## config.mk

```make
export PLATFORM = sky130hd
export DESIGN_NAME = pinwheel_lsu
export DESIGN_NICKNAME = d
export VERILOG_FILES = /design/src/rtl/pinwheel_lsu_pkg.sv /design/src/rtl/pinwheel_lsu_align.sv /design/src/rtl/pinwheel_lsu.sv
export SDC_FILE = /design/constraint.sdc
export NUM_CORES = 1
export LEC_CHECK = 0
export BUFFER_PORTS_ARGS = -buffer_cell sky130_fd_sc_hd__buf_2
export CELL_PAD_IN_SITES_DETAIL_PLACEMENT = 0
export CELL_PAD_IN_SITES_GLOBAL_PLACEMENT = 1
export CORE_MARGIN = 2
export CORE_UTILIZATION = 38
export CTS_CLUSTER_DIAMETER = 30
export DETAILED_ROUTE_END_ITERATION = 7
export GPL_TIMING_DRIVEN = 0
export PLACE_DENSITY = 0.78
export SETUP_SLACK_MARGIN = 0.4
export SYNTH_ARGS = -nofsm -noshare
export SYNTH_HDL_FRONTEND = slang
export SYNTH_SLANG_ARGS = --single-unit
```

## constraint.sdc

```tcl
create_clock -name clock -period 3.82 [get_ports clock]
set_clock_uncertainty 0.2 [all_clocks]
set_input_delay 1.146 -clock clock [delete_from_list [all_inputs] [get_ports clock]]
set_output_delay 1.146 -clock clock [all_outputs]
set_load 0.03 [all_outputs]
```

## src/rtl/pinwheel_lsu_pkg.sv

```systemverilog
// Shared types and constants for the pinwheel load/store unit.
//
// Contents:
//   LANES      - byte lanes per memory word (4)
//   size_e     - request size encoding (byte/half/word/illegal)
//   state_e    - access FSM states; ACC1 exists only when
//                PINWHEEL_LSU_SPLIT_EN is defined
//   misaligned - true when an access of the given size crosses a word
//
// Build option: PINWHEEL_LSU_SPLIT_EN enables the split (two-word) access path.
package pinwheel_lsu_pkg;

  localparam int LANES = 4;

  typedef enum logic [1:0] {
    SIZE_BYTE    = 2'd0,
    SIZE_HALF    = 2'd1,
    SIZE_WORD    = 2'd2,
    SIZE_ILLEGAL = 2'd3
  } size_e;

`ifdef PINWHEEL_LSU_SPLIT_EN
  typedef enum logic [1:0] {
    IDLE = 2'd0,
    ACC0 = 2'd1,
    ACC1 = 2'd2,
    CAPT = 2'd3
  } state_e;
`else
  typedef enum logic [1:0] {
    IDLE = 2'd0,
    ACC0 = 2'd1,
    CAPT = 2'd3
  } state_e;
`endif

  // off + (1 << size) > 4; a byte never crosses a word, illegal size is
  // reported as an error elsewhere so it is not flagged here.
  function automatic logic misaligned(input logic [1:0] off, input size_e size);
    case (size)
      SIZE_HALF: misaligned = (off == 2'd3);
      SIZE_WORD: misaligned = (off != 2'd0);
      default:   misaligned = 1'b0;
    endcase
  endfunction

endpackage

```

## src/rtl/pinwheel_lsu_align.sv

```systemverilog
// Combinational lane alignment for the pinwheel load/store unit.
//
// Ports:
//   off        - byte offset within the word (address bits [1:0])
//   size       - access size
//   sign_ext   - sign-extend the extracted load value
//   wdata      - right-justified store data
//   word_lo    - first memory word of the access (word0)
//   word_hi    - second memory word (word1), only meaningful for splits
//   lane_wdata - store data rotated left by 8*off onto the byte lanes
//   mask_lo    - byte strobes that land in the first word
//   mask_hi    - byte strobes that spill into the second word
//   load_data  - ({word_hi,word_lo} >> 8*off) truncated and extended
module pinwheel_lsu_align
  import pinwheel_lsu_pkg::*;
(
  input  logic [1:0]       off,
  input  size_e            size,
  input  logic             sign_ext,
  input  logic [31:0]      wdata,
  input  logic [31:0]      word_lo,
  input  logic [31:0]      word_hi,
  output logic [31:0]      lane_wdata,
  output logic [LANES-1:0] mask_lo,
  output logic [LANES-1:0] mask_hi,
  output logic [31:0]      load_data
);

  logic [4:0]         shamt;
  logic [5:0]         shamt_rev;
  logic [LANES-1:0]   bytes_en;
  logic [2*LANES-1:0] span;
  logic [31:0]        raw;

  assign shamt     = {off, 3'b000};
  assign shamt_rev = 6'd32 - {1'b0, shamt};

  // A shift by 32 yields zero, so off=0 degenerates cleanly to no rotation.
  assign lane_wdata = (wdata << shamt) | (wdata >> shamt_rev);

  always_comb begin
    bytes_en = 4'b1111;
    case (size)
      SIZE_BYTE: bytes_en = 4'b0001;
      SIZE_HALF: bytes_en = 4'b0011;
      default:   bytes_en = 4'b1111;
    endcase
  end

  // Strobes shifted past lane 3 belong to the next word.
  assign span    = {4'b0000, bytes_en} << off;
  assign mask_lo = span[LANES-1:0];
  assign mask_hi = span[2*LANES-1:LANES];

  assign raw = (word_lo >> shamt) | (word_hi << shamt_rev);

  always_comb begin
    load_data = raw;
    case (size)
      SIZE_BYTE: load_data = {{24{sign_ext & raw[7]}}, raw[7:0]};
      SIZE_HALF: load_data = {{16{sign_ext & raw[15]}}, raw[15:0]};
      default:   load_data = raw;
    endcase
  end

endmodule

```

## src/rtl/pinwheel_lsu.sv

```systemverilog
// Pinwheel load/store unit: turns byte-addressed byte/half/word requests
// into word accesses on a simple memory bus with a 1-cycle read latency.
//
// Ports:
//   clock, reset         - posedge clock, asynchronous active-high reset
//   req_*                - request; accepted when req_valid && req_ready
//                          (req_ready is high only in IDLE)
//   rsp_valid/rdata/error- registered one-cycle completion pulse, no
//                          backpressure; rdata is 0 for stores and errors
//   bus_addr/wdata/wmask - word address, lane-rotated data, write strobes
//                          (wmask 0000 means read)
//   bus_rdata            - read data, valid the cycle after a read address
//   dbg_state            - current FSM state, for observation only
//
// Handshake: a request transfers at a posedge where req_valid and req_ready
// are both high; it is latched at that edge and the unit stays busy until
// the cycle in which rsp_valid is high, when a new request may be accepted.
//
// Build option: PINWHEEL_LSU_SPLIT_EN splits misaligned accesses across two
// words (ACC0, ACC1); without it misaligned accesses are errors.
module pinwheel_lsu
  import pinwheel_lsu_pkg::*;
#(
  parameter int ADDR_W = 8
) (
  input  logic              clock,
  input  logic              reset,
  input  logic              req_valid,
  output logic              req_ready,
  input  logic [31:0]       req_addr,
  input  logic [31:0]       req_wdata,
  input  logic [1:0]        req_size,
  input  logic              req_store,
  input  logic              req_signed,
  output logic              rsp_valid,
  output logic [31:0]       rsp_rdata,
  output logic              rsp_error,
  output logic [ADDR_W-1:0] bus_addr,
  output logic [31:0]       bus_wdata,
  output logic [3:0]        bus_wmask,
  input  logic [31:0]       bus_rdata,
  output logic [1:0]        dbg_state
);

  state_e             state, state_nxt;
  logic [ADDR_W-1:0]  word_q;
  logic [1:0]         off_q;
  size_e              size_q;
  logic [31:0]        wdata_q;
  logic               store_q;
  logic               signed_q;

  logic               acc_err;
  logic               rsp_fire;
  logic               rsp_err_nxt;
  logic [31:0]        rsp_data_nxt;

  logic [31:0]        lane_wdata;
  logic [LANES-1:0]   mask_lo, mask_hi;
  logic [31:0]        load_data;
  logic [31:0]        word_lo;

  // Address bits above the attached memory's byte range are ignored.
  logic unused_addr_bits;
  assign unused_addr_bits = ^req_addr[31:ADDR_W+2];

  assign dbg_state = state;

`ifdef PINWHEEL_LSU_SPLIT_EN
  logic        split;
  logic [31:0] word0_q;

  assign acc_err = (size_q == SIZE_ILLEGAL);
  assign split   = misaligned(off_q, size_q);

  // word0 of a split load arrives during ACC1; word1 arrives during CAPT.
  always_ff @(posedge clock or posedge reset) begin
    if (reset)              word0_q <= '0;
    else if (state == ACC1) word0_q <= bus_rdata;
  end

  assign word_lo = split ? word0_q : bus_rdata;
`else
  logic unused_mask_hi;
  assign unused_mask_hi = ^mask_hi;

  assign acc_err = (size_q == SIZE_ILLEGAL) | misaligned(off_q, size_q);
  assign word_lo = bus_rdata;
`endif

  pinwheel_lsu_align u_align (
    .off        (off_q),
    .size       (size_q),
    .sign_ext   (signed_q),
    .wdata      (wdata_q),
    .word_lo    (word_lo),
    .word_hi    (bus_rdata),
    .lane_wdata (lane_wdata),
    .mask_lo    (mask_lo),
    .mask_hi    (mask_hi),
    .load_data  (load_data)
  );

  always_ff @(posedge clock or posedge reset) begin
    if (reset) state <= IDLE;
    else       state <= state_nxt;
  end

  always_ff @(posedge clock or posedge reset) begin
    if (reset) begin
      word_q   <= '0;
      off_q    <= 2'd0;
      size_q   <= SIZE_BYTE;
      wdata_q  <= '0;
      store_q  <= 1'b0;
      signed_q <= 1'b0;
    end else if (state == IDLE && req_valid) begin
      word_q   <= req_addr[ADDR_W+1:2];
      off_q    <= req_addr[1:0];
      size_q   <= size_e'(req_size);
      wdata_q  <= req_wdata;
      store_q  <= req_store;
      signed_q <= req_signed;
    end
  end

  always_ff @(posedge clock or posedge reset) begin
    if (reset) begin
      rsp_valid <= 1'b0;
      rsp_error <= 1'b0;
      rsp_rdata <= '0;
    end else begin
      rsp_valid <= rsp_fire;
      rsp_error <= rsp_err_nxt;
      rsp_rdata <= rsp_data_nxt;
    end
  end

  // Bus outputs decode from state so that reset (state=IDLE) drives them
  // to zero immediately.
  always_comb begin
    state_nxt    = state;
    req_ready    = 1'b0;
    bus_addr     = '0;
    bus_wdata    = '0;
    bus_wmask    = 4'b0000;
    rsp_fire     = 1'b0;
    rsp_err_nxt  = 1'b0;
    rsp_data_nxt = '0;
    case (state)
      IDLE: begin
        req_ready = 1'b1;
        if (req_valid) state_nxt = ACC0;
      end
      ACC0: begin
        bus_addr  = word_q;
        bus_wdata = lane_wdata;
        if (store_q && !acc_err) bus_wmask = mask_lo;
        if (acc_err) begin
          state_nxt   = IDLE;
          rsp_fire    = 1'b1;
          rsp_err_nxt = 1'b1;
`ifdef PINWHEEL_LSU_SPLIT_EN
        end else if (split) begin
          state_nxt = ACC1;
`endif
        end else if (store_q) begin
          state_nxt = IDLE;
          rsp_fire  = 1'b1;
        end else begin
          state_nxt = CAPT;
        end
      end
`ifdef PINWHEEL_LSU_SPLIT_EN
      ACC1: begin
        bus_addr  = word_q + ADDR_W'(1);
        bus_wdata = lane_wdata;
        if (store_q) begin
          bus_wmask = mask_hi;
          state_nxt = IDLE;
          rsp_fire  = 1'b1;
        end else begin
          state_nxt = CAPT;
        end
      end
`endif
      CAPT: begin
        state_nxt    = IDLE;
        rsp_fire     = 1'b1;
        rsp_data_nxt = load_data;
      end
      default: state_nxt = IDLE;
    endcase
  end

endmodule
```

-- Word-level counts from Yosys, hierarchy flattened
Index checks and enable logic that the tools add are counted.
W data, S select, Z words.
- bitwise gates (word level): 5
- shifts and indexed selects: 5
- reduce and logical (&&, ||, !) cells: 6
- add/subtract/negate cells: 1
- multiplexer cells: 18
- equal/unequal tests: 7
- operator list (kind ; number):
    $mux W32 ; 2
    $or A32 B32 Y32 ; 2
    $pmux W32 S2 ; 1
    $shl A32 B5 Y32 ; 1
    $shl A32 B6 Y32 ; 1
    $shr A32 B5 Y32 ; 1
    $shr A32 B6 Y32 ; 1
    $eq A2 B2 Y1 const B ; 4
    $mux W4 ; 2
    $mux W8 ; 1
    $pmux W4 S2 ; 1
    $mux W2 ; 3
    $sub A6 B5 Y6 const A ; 1
    $mux W1 ; 5
    $eq A2 B1 Y1 const B ; 2
    $logic_not A2 Y1 ; 2
    $pmux W1 S2 ; 2
    $pmux W2 S2 ; 1
    $shl A4 B2 Y4 ; 1
    $and A1 B1 Y1 ; 2
    $logic_and A1 B1 Y1 ; 2
    $ne A2 B2 Y1 const B ; 1
    $reduce_bool A2 Y1 ; 1
    $logic_not A1 Y1 ; 1
    $or A1 B1 Y1 ; 1
- bits in registers: 82

-- Longest topological paths before layout
Gate-level depths: netlist of run 1.
- depth after elaboration: 7
- gate-level depth with buffers: 11

-- Modules after synthesis
Synthesis of run 1 repeated with hierarchy kept, for this count alone.
- cell total of the unflattened synthesis: 580
- area total of the unflattened synthesis: 5834.3 µm²
- by module, submodules not included (module ; cells an instance ; area an instance (µm²) ; instances ; sequential area each (µm²)):
    pinwheel_lsu ; 244 ; 3475.8 ; 1 ; 2052.0
    pinwheel_lsu_align ; 336 ; 2358.5 ; 1 ; 0.0

-- Worst setup path after synthesis of run 1
Ideal clock, no wire load.
- path type: register to output
- start point: register off_q[0]
- end point: output port bus_wdata[30]
- slack: -0.210 ns
- data required time: 2.474 ns
- stages on the path, launching flop included: 11
- path buffers: 4
- data arrival time: 2.684 ns
- cells stage by stage: dfrtp_1 buf_2 inv_1 buf_2 buf_2 ha_1 buf_2 nor2_2 a21oi_1 o211a_1 a211oi_1
- longest elaborated chain between the ends: 4
- elaborated cells between the ends (all ways): 5
- ends and longest elaborated chain (item ; line ; source):
    start, declared ; pinwheel_lsu.sv:47 ; logic [1:0] off_q;
    start signal, assigned ; pinwheel_lsu.sv:119 ; off_q <= req_addr[1:0];
    $sub A6 B5 Y6 ; pinwheel_lsu_align.sv:36 ; assign shamt_rev = 6'd32 - {1'b0, shamt};
    $shr A32 B6 Y32 ; pinwheel_lsu_align.sv:39 ; assign lane_wdata = (wdata << shamt) | (wdata >> shamt_rev);
    $or A32 B32 Y32 * ; pinwheel_lsu_align.sv:39 ;
    $mux W32 * ; pinwheel_lsu.sv:150 ; case (state)
    end, declared ; pinwheel_lsu.sv:39 ; output logic [31:0] bus_wdata,
Mark *: on every way between the ends. The rest lies on a longest branch, timed or not.

-- Worst setup path after layout of run 1
- start point: register off_q[0]
- end point: output port bus_wdata[6]
The elaborated chain is that of the path after synthesis.

==> metrics.txt, run 1 <==
status finished, final reports clean; Max-slew headroom 34.76%; total gr overflow 0; sequential area share after synthesis 38.39%; CP Data Required Time 2.47 ns; FF-to-FF setup slack 1.15 ns; Post-Syn Nets 630; RSZ-0062 raised after global routing true; Worst Setup Slack, final 0.01629 ns; share of cells above drive strength 1 57.22%; Core Util, Final 58.03%; post-layout instance count excluding filler cells 921; Avg Inst Size Synth 10.30 um2; Hold Crit Endpoint word_q[3]; First DRT Iteration DRCs 493; Initial Utilization 38.66%; nets 847; Vias/cell 5.929; R2R depth 11; Worst-Margin Slew 0.9786 ns; kind of critical path reg -> out; Tmin final 3.804 ns; Clock power frac 10.2%; total CTS buffers 9; total power 9.482 mW; IO buf count 161; Cell Chain, Critical Path buf_6, inv_4, buf_6, buf_12, ha_4, buf_8, clkinvlp_4, buf_8, buf_8, o2bb2ai_4, a22oi_2, nor2_2, buf_6; Die Ht 122.6 um; Async SR Flop Fraction 100.0%; Clock Sinks 82; Root Driver clkbuf_16; number of flops mapped to enable cells by yosys 0; filler cell count 1207; Post-Route WL 20550 um; Crit. End Element output pin; Final Cycle Share 99.57%; hpwl dp 13960 um; antenna-violating nets left 0; vias in the first global route 5570; Final Hold Viols 0; dpl cells 861; Total GRT Usage 27.22%; Placement Cell Area 6630 um2; P per Cell Area 1182 nW/um2; die footprint 15030 um2; Worst R2R Start off_q[0]; R2R Path End rsp_rdata[23]; Reg area 2052 um2; Hold Startpoint word_q[3]; H-tree Lvls 3; Multi-input gate area 3558 um2; number of setup violations in the final report 0; Gate power share 72.7%; leading area contributor after synthesis dfrtp_1; Sw Share 49.99%; core area 13830 um2; DIE WIDTH 122.6 um; LEAKAGE 3.591 nW; DRT Pass-1 Iters 5; most area-consuming cells after synthesis dfrtp_1 (38%), mux2_2 (11%), mux2i_1 (8.1%); IO Pins 184; crit-path max cell delay 0.37 ns; CP Data Arrival Time 2.46 ns; post-route cell area 8024 um2; sequential fraction of design power 17.1%; top cell type's share of synthesized area 38.39%; largest net degree at the start of global routing 43; setup TNS 0 ns; Hold Path Class reg -> reg; Placer Congestion 0.9196; yosys warns 0; Startpoint Class flip-flop; global-route wire length before repair 30810 um; final hold slack 0.2895 ns; Clock Path Buffers 2; synth unique cells 48; via count 5461; pre-CTS setup slack -0.1423 ns; WL/cell 22.31 um; CP max FO 8; clk slew on worst S/H paths 0.07 ns; CP max-delay cell dfrtp_1; Pint 4.742 mW; Post-synth top cells dfrtp_1 (82), mux2_2 (53), nor2_1 (45); Post-Synthesis Cells 519; switching power 4.740 mW; Mapped Area 5345 um2; Clock Latency Late Sink 0.35 ns; Synth Register Bits 82; maximum vdd drop 0.6154 mV; DR DRC count 0; fmax 262.9 MHz; max cap viols 0; CTS tree yes; ys flop type dfrtp_1; most common cell in the synthesized netlist dfrtp_1; Synth-to-Final Area Change 50.12%; row count 43; Max Slew Vio Count 0; WHS Path Cells 1; initial antenna violation count 0; antenna cell count 0
power groups by stage:
stage / registers (mW) / logic (mW) / clock network (mW)
2_1_floorplan: 1.57 / 3.71 / 0
3_3_place_gp: 1.52 / 5.13 / 0
3_5_place_dp: 1.54 / 5.19 / 0
4_1_cts: 1.57 / 6.42 / 0.982
5_1_grt: 1.67 / 7.20 / 1.02
6_report: 1.63 / 6.89 / 0.967
flip-flops by register name, summed over array words and instances, names as in the netlist, 2 cells and up:
signal / cells
rsp_rdata: 32
wdata_q: 32
word_q: 8
dbg_state: 2
off_q: 2
size_q: 2
kinds of logic after synthesis:
family                   after synthesis  share of synthesized area, %
buffers and inverters                 61                         5.641
multiplexers                         100                         20.11
AND/OR/NAND/NOR                      102                         8.943
flip-flops                            82                         38.39
adder cells (fa/ha/maj)                8                         1.873
AO/OA/AOI/OAI                        166                         25.05
critical path: cells and delay by family (launching register included):
family,cells,cell delay [ns]
buffers and inverters,9,1.09
adders and majority gates,1,0.30
AOI/OAI and AO/OA,2,0.22
and+or+nand+nor,1,0.11
DFF,1,0.37
cell type report:
type / count / share of cell area, %
Buffer: 50 / 5.442
Tap cell: 180 / 2.807
Clock inverter: 7 / 1.263
Timing Repair Buffer: 207 / 17.14
Sequential cell: 82 / 25.57
Multi-Input combinational cell: 376 / 44.35
Inverter: 10 / 0.6237
Clock buffer: 9 / 2.807
per-layer routing:
layer / part of all wire (%) / wire (um) / track usage (%)
met3: 8.0 / 1637 / 5.344
met1: 43 / 8814 / 35.94
met5: 0 / 0 / 0
met4: 2.4 / 501 / 11.64
met2: 47 / 9594 / 43.47
repair_timing:
item	CTS	global route
hold buffers	0	0
endpoints found under the setup margin	36	36
gates resized for setup	141	29
setup buffers	37	6
cloned	2	0
pin swaps	43	24
worst max-delay path by stage:
stage | start | endpoint | slack, ns | depth (start not counted)
2_1_floorplan | off_q[0] | bus_wdata[30] | 0.40 | 10
3_3_place_gp | off_q[0] | bus_wdata[15] | -0.13 | 11
3_5_place_dp | off_q[0] | bus_wdata[15] | -0.14 | 11
4_1_cts | off_q[0] | bus_wdata[25] | 0.05 | 11
5_1_grt | off_q[0] | bus_wdata[6] | -0.04 | 13
6_report | off_q[0] | bus_wdata[6] | 0.02 | 13
placed cells by master, fill, tap and decap left out, types with 3 or more instances in the layout:
cell and instances:
mux2_2 53, mux2_1 3, a222oi_1 14, clkinvlp_4 3, inv_1 5, nor2b_1 4
o2bb2ai_1 20, clkbuf_2 4, buf_12 6, a211oi_2 11, clkbuf_1 8, nor2_4 9
a221oi_4 5, clkbuf_16 11, a221oi_1 15, buf_4 59, a21oi_2 7, ha_1 5
buf_6 33, nand2_1 16, o2bb2ai_2 6, a21oi_1 27, a221oi_2 14, o21ai_0 11
nor2_1 21, a22oi_1 3, a211o_1 7, a211oi_1 6, nor2_2 16, o2bb2ai_4 3
and2_1 11, nand2b_1 3, buf_2 138, dfrtp_1 82, nor3_2 10, mux2i_1 43
a22oi_2 5, buf_8 5
No activity file was read; power rests on OpenSTA's default activity.
==> run 2, diff against run 1 <==
- clock period: 3.82 -> 3.7 ns (I/O delays scaled with it)
==> run 2 against run 1 <==
  * The flow now finishes with violations (setup timing)
  * Routed wire length up 0.38%
  * Register-to-register slack got worse by 0.13 ns
  * Via count is 1.2% lower
  * Critical path type unchanged
  * Largest power group unchanged
==> metrics.txt, run 2 (synthesized netlist as in run 1, its figures left out) <==
row count 43; Crit. End Element output pin; Initial Utilization 38.66%; clk slew on worst S/H paths 0.06 ns; Max Slew Vio Count 0; Max-slew headroom 33.27%; total gr overflow 0; Startpoint Class flip-flop; failing checks setup timing; crit-path max cell delay 0.36 ns; most common cell after layout, fill and taps aside buf_2; Hold Crit Endpoint word_q[2]; Clock Latency Late Sink 0.36 ns; met3 wire len 1566 um; pre-CTS setup slack -0.03783 ns; H-tree Lvls 3; antenna-violating nets left 0; kind of critical path reg -> out; Hold Buf Count CTS 0; CTS tree yes; CP Data Required Time 2.39 ns; Post-Route WL 20630 um; antenna cell count 0; hpwl dp 14160 um; LEAKAGE 3.526 nW; Worst-Margin Slew 1.001 ns; FF-to-FF setup slack 1.02 ns; setup TNS -0.1333 ns; Worst path top cell family by delay buffers and inverters; share of cells above drive strength 1 56.97%; Final Cycle Share 100.8%; R2R Path End rsp_rdata[10]; Gate power share 72.4%; DRT Pass-1 Iters 6; Hold Startpoint word_q[2]; Clock Path Buffers 2; switching power 4.854 mW; biggest regs rsp_rdata: 32 flops, wdata_q: 32 flops, word_q: 8 flops; Cell Chain, Critical Path buf_6, inv_4, buf_8, buf_12, ha_4, buf_8, and2b_2, buf_12, o2bb2ai_4, a21oi_2, nor2_4, buf_6; vias in the first global route 5472; Synth-to-Final Area Change 48.38%; via count 5395; DR DRC count 0; RSZ-0062 raised after global routing true; Die Ht 122.6 um; initial antenna violation count 0; WL/cell 22.62 um; CP max-delay cell dfrtp_1; largest net degree at the start of global routing 43; die footprint 15030 um2; max cap viols 0; top routing layer in use met4; Clock Sinks 82; number of setup violations in the final report 9; worst path buffer plus inverter count 7; First DRT Iteration DRCs 482; sequential fraction of design power 17.7%; Pint 4.757 mW; Sw Share 50.50%; nets 838; fmax 268.1 MHz; Final Hold Viols 0; Tmin final 3.730 ns; R2R depth 12; Total GRT Usage 27.41%; Placer Congestion 0.9042; Worst Setup Slack, final -0.03028 ns; met2 WL 9680 um; Worst R2R Start off_q[0]; Hold Path Class reg -> reg; DIE WIDTH 122.6 um; core area 13830 um2; IO Pins 184; IO buf count 161; Root Driver clkbuf_16; total CTS buffers 9; maximum vdd drop 0.6730 mV; Clock power frac 9.9%; WHS Path Cells 1; commonest non-fill, non-tap cells in the layout buf_2 (140), dfrtp_1 (82), mux2_2 (53); met1 wire length 8799 um; CP Data Arrival Time 2.42 ns; global-route wire length before repair 30880 um; status finished, violations left; P per Cell Area 1212 nW/um2; CP max FO 7; Vias/cell 5.916
-- run 2: final cells by class --
type                    instances  area (um2)
clock inverters                 5       61.31
inverters                      10       47.55
flip-flops and latches         82        2052
plain buffers                  51       426.7
repair buffers                197        1287
well taps                     180       225.2
multi-input cells             376        3578
fillers                      1200        5896
clock buffers                  11       252.7
-- run 2: what timing repair did --
action / CTS / global route
pin swaps: 34 / 20
setup endpoints to repair: 36 / 36
resized for setup: 148 / 11
buffers inserted: 25 / 7
gates cloned: 2 / 1
-- run 2: worst max-delay path by stage --
stage / cells after the start / slack [ns] / to / startpoint
6_report: 12 / -0.03 / bus_wdata[11] / off_q[0]
3_3_place_gp: 12 / -0.06 / bus_wdata[2] / off_q[0]
5_1_grt: 11 / -0.1 / bus_wdata[28] / off_q[0]
4_1_cts: 11 / -0.02 / bus_wdata[28] / off_q[0]
3_5_place_dp: 11 / -0.04 / bus_wdata[15] / off_q[0]
2_1_floorplan: 10 / 0.41 / bus_wdata[30] / off_q[0]
-- run 2: metrics by stage --
| step | hold WS (ns) | instance area (um2) | util, % | power, mW | cells |
|---|---|---|---|---|---|
| 2_1_floorplan | 0.2489 | 5593 | - | 5.480 | 519 |
| 3_3_place_gp | 0.2616 | 6624 | 47.91 | 6.907 | 860 |
| 3_5_place_dp | 0.2704 | 6644 | 48.05 | 6.991 | 861 |
| 4_1_cts | 0.2846 | 7809 | 56.47 | 9.307 | 904 |
| 5_1_grt | 0.3031 | 7931 | 57.36 | 10.05 | 912 |
| 6_report | 0.2784 | 7931 | 57.36 | 9.611 | 912 |
-- run 2: worst reg2reg max path, delay by kind of cell (launching register included) --
kind	cells	cell delay [ns]
adder cells (fa/ha/maj)	1	0.30
flip-flops	1	0.36
buffers and inverters	7	0.96
AND/OR/NAND/NOR	1	0.21
AO/OA/AOI/OAI	3	0.48
-- run 2: per-layer routing --
| metal | GRT usage [%] | vias up |
|---|---|---|
| li1 | - | 2407 |
| met2 | 43.75 | 320 |
| met3 | 4.554 | 50 |
| met4 | 11.85 | 0 |
| met1 | 36.65 | 2618 |
| met5 | 0 | - |
-- run 2: power by group through the flow --
stage,Clock [mW],Sequential (mW),Combinational (mW)
after floorplan,0,1.63,3.85
after global placement,0,1.59,5.32
after detailed placement,0,1.61,5.38
after CTS,0.966,1.68,6.66
after global routing,1.01,1.74,7.30
final,0.952,1.70,6.96
==> run 3, diff against run 2 <==
- SETUP_SLACK_MARGIN: 0.4 -> default
==> run 3 against run 2 <==
  * The run now ends clean
  * Final cell count down 0.99%
  * Routed wire length down 2.6%
  * First-iteration DRC count down 1.5%
  * Sequential power down 5%
  * Worst setup slack better by 0.069 ns
  * Design area down 7.5%
  * Critical path type unchanged
==> metrics.txt, run 3 (synthesized netlist as in run 1, its figures left out) <==
status finished, final reports clean; kind of critical path reg -> out; vias in the first global route 5240; IO Pins 184; DIE WIDTH 122.6 um; antenna cell count 0; P per Cell Area 1178 nW/um2; crit-path max cell delay 0.37 ns; First DRT Iteration DRCs 475; Max-slew headroom 45.39%; final hold slack 0.2928 ns; clk slew on worst S/H paths 0.07 ns; Hold Startpoint word_q[2]; Root Driver clkbuf_16; largest net degree at the start of global routing 43; antenna-violating nets left 0; most common cell after layout, fill and taps aside buf_2; nets 829; Final Cycle Share 98.97%; CTS tree yes; R2R Path End rsp_rdata[14]; Die Ht 122.6 um; die footprint 15030 um2; R2R depth 11; CP Data Required Time 2.39 ns; Final Hold Viols 0; WL/cell 22.26 um; filler cell count 1250; maximum vdd drop 0.5479 mV; Max Slew Vio Count 0; Crit. End Element output pin; LEAKAGE 3.370 nW; H-tree Lvls 3; Setup crit start off_q[1]; Hold Buf Count CTS 0; Clock Path Buffers 2; Startpoint Class flip-flop; initial antenna violation count 0; RSZ-0062 raised after global routing true; DRT Pass-1 Iters 5; via count 5419; Vias/cell 6.001; IO buf count 161; Post-Route WL 20100 um; Tmin final 3.662 ns; post-layout instance count excluding filler cells 903; Placer Congestion 0.8797; total gr overflow 0; DR DRC count 0; global-route wire length before repair 29960 um; hpwl dp 14040 um; Worst Setup EP bus_wdata[25]; Clock Latency Late Sink 0.36 ns; number of setup violations in the final report 0; CP max-delay cell dfrtp_1; setup TNS 0 ns; Worst-Margin Slew 0.7984 ns; total CTS buffers 9; fmax 273.1 MHz; dpl cells 861; CP max FO 5; total power 8.637 mW; core area 13830 um2; FF-to-FF setup slack 1.12 ns; Cell Chain, Critical Path buf_6, inv_6, buf_8, ha_4, o21ai_4, and2_4, buf_12, a222oi_1, nor2_1, buf_4; share of cells above drive strength 1 49.93%; row count 43; biggest regs rsp_rdata: 32 flops, wdata_q: 32 flops, word_q: 8 flops; Synth-to-Final Area Change 37.22%; Hold Path Class reg -> reg; Total GRT Usage 26.61%; Clock Sinks 82; Initial Utilization 38.66%; max cap viols 0; CP Data Arrival Time 2.35 ns; commonest non-fill, non-tap cells in the layout buf_2 (150), dfrtp_1 (82), buf_4 (58); Worst R2R Start off_q[1]
==> run 3: final cells by class <==
| type | count | area [um2] | area share (%) |
|---|---|---|---|
| Buffer | 46 | 344.1 | 4.691 |
| Clock buffer | 9 | 225.2 | 3.071 |
| Clock inverter | 7 | 98.84 | 1.348 |
| Inverter | 10 | 51.30 | 0.6994 |
| Multi-Input combinational cell | 376 | 3196 | 43.57 |
| Sequential cell | 82 | 2052 | 27.98 |
| Tap cell | 180 | 225.2 | 3.071 |
| Timing Repair Buffer | 193 | 1142 | 15.57 |
==> run 3: worst min path at each step <==
stage,endpoint,slack (ns),depth (start not counted)
after floorplan,word_q[2],0.25,1
after global placement,word_q[3],0.26,1
after detailed placement,word_q[2],0.28,1
after CTS,word_q[2],0.29,1
after global routing,word_q[0],0.32,1
final,word_q[2],0.29,1
==> run 3: routing by layer <==
metal / GRT usage, % / vias to the layer above / share of wire, %
met3: 6.413 / 54 / 9.1
met5: 0 / - / 0
li1: - / 2399 / -
met4: 9.914 / 0 / 2.9
met1: 35.23 / 2650 / 41
met2: 42.19 / 316 / 47
==> run 3: through the flow <==
stage	utilization (%)	setup WS (ns)	area, um2
2_1_floorplan	-	-0.02099	5420
3_3_place_gp	46.66	-0.6923	6451
3_5_place_dp	46.82	-0.6937	6474
4_1_cts	52.38	-0.02550	7242
5_1_grt	53.04	-0.07219	7335
6_report	53.04	0.03827	7335
==> run 3: what timing repair did <==
item	4_1_cts	5_1_grt
endpoints found under the hold margin	0	0
buffers inserted	23	7
gates resized for setup	79	27
pin swaps	17	15
setup endpoints to repair	36	34
cloned	1	0
==> run 3: where the power goes <==
group	internal [mW]	switching, mW
clock network	0.597	0.400
logic	2.44	3.59
registers	1.23	0.385
==> run 3: critical path: cells and delay by family, from the launching register on <==
kind / cells / cell delay [ns]
buf+inv: 5 / 0.64
fa+ha+maj: 1 / 0.31
simple gates: 2 / 0.31
flops: 1 / 0.37
compound gates: 2 / 0.37
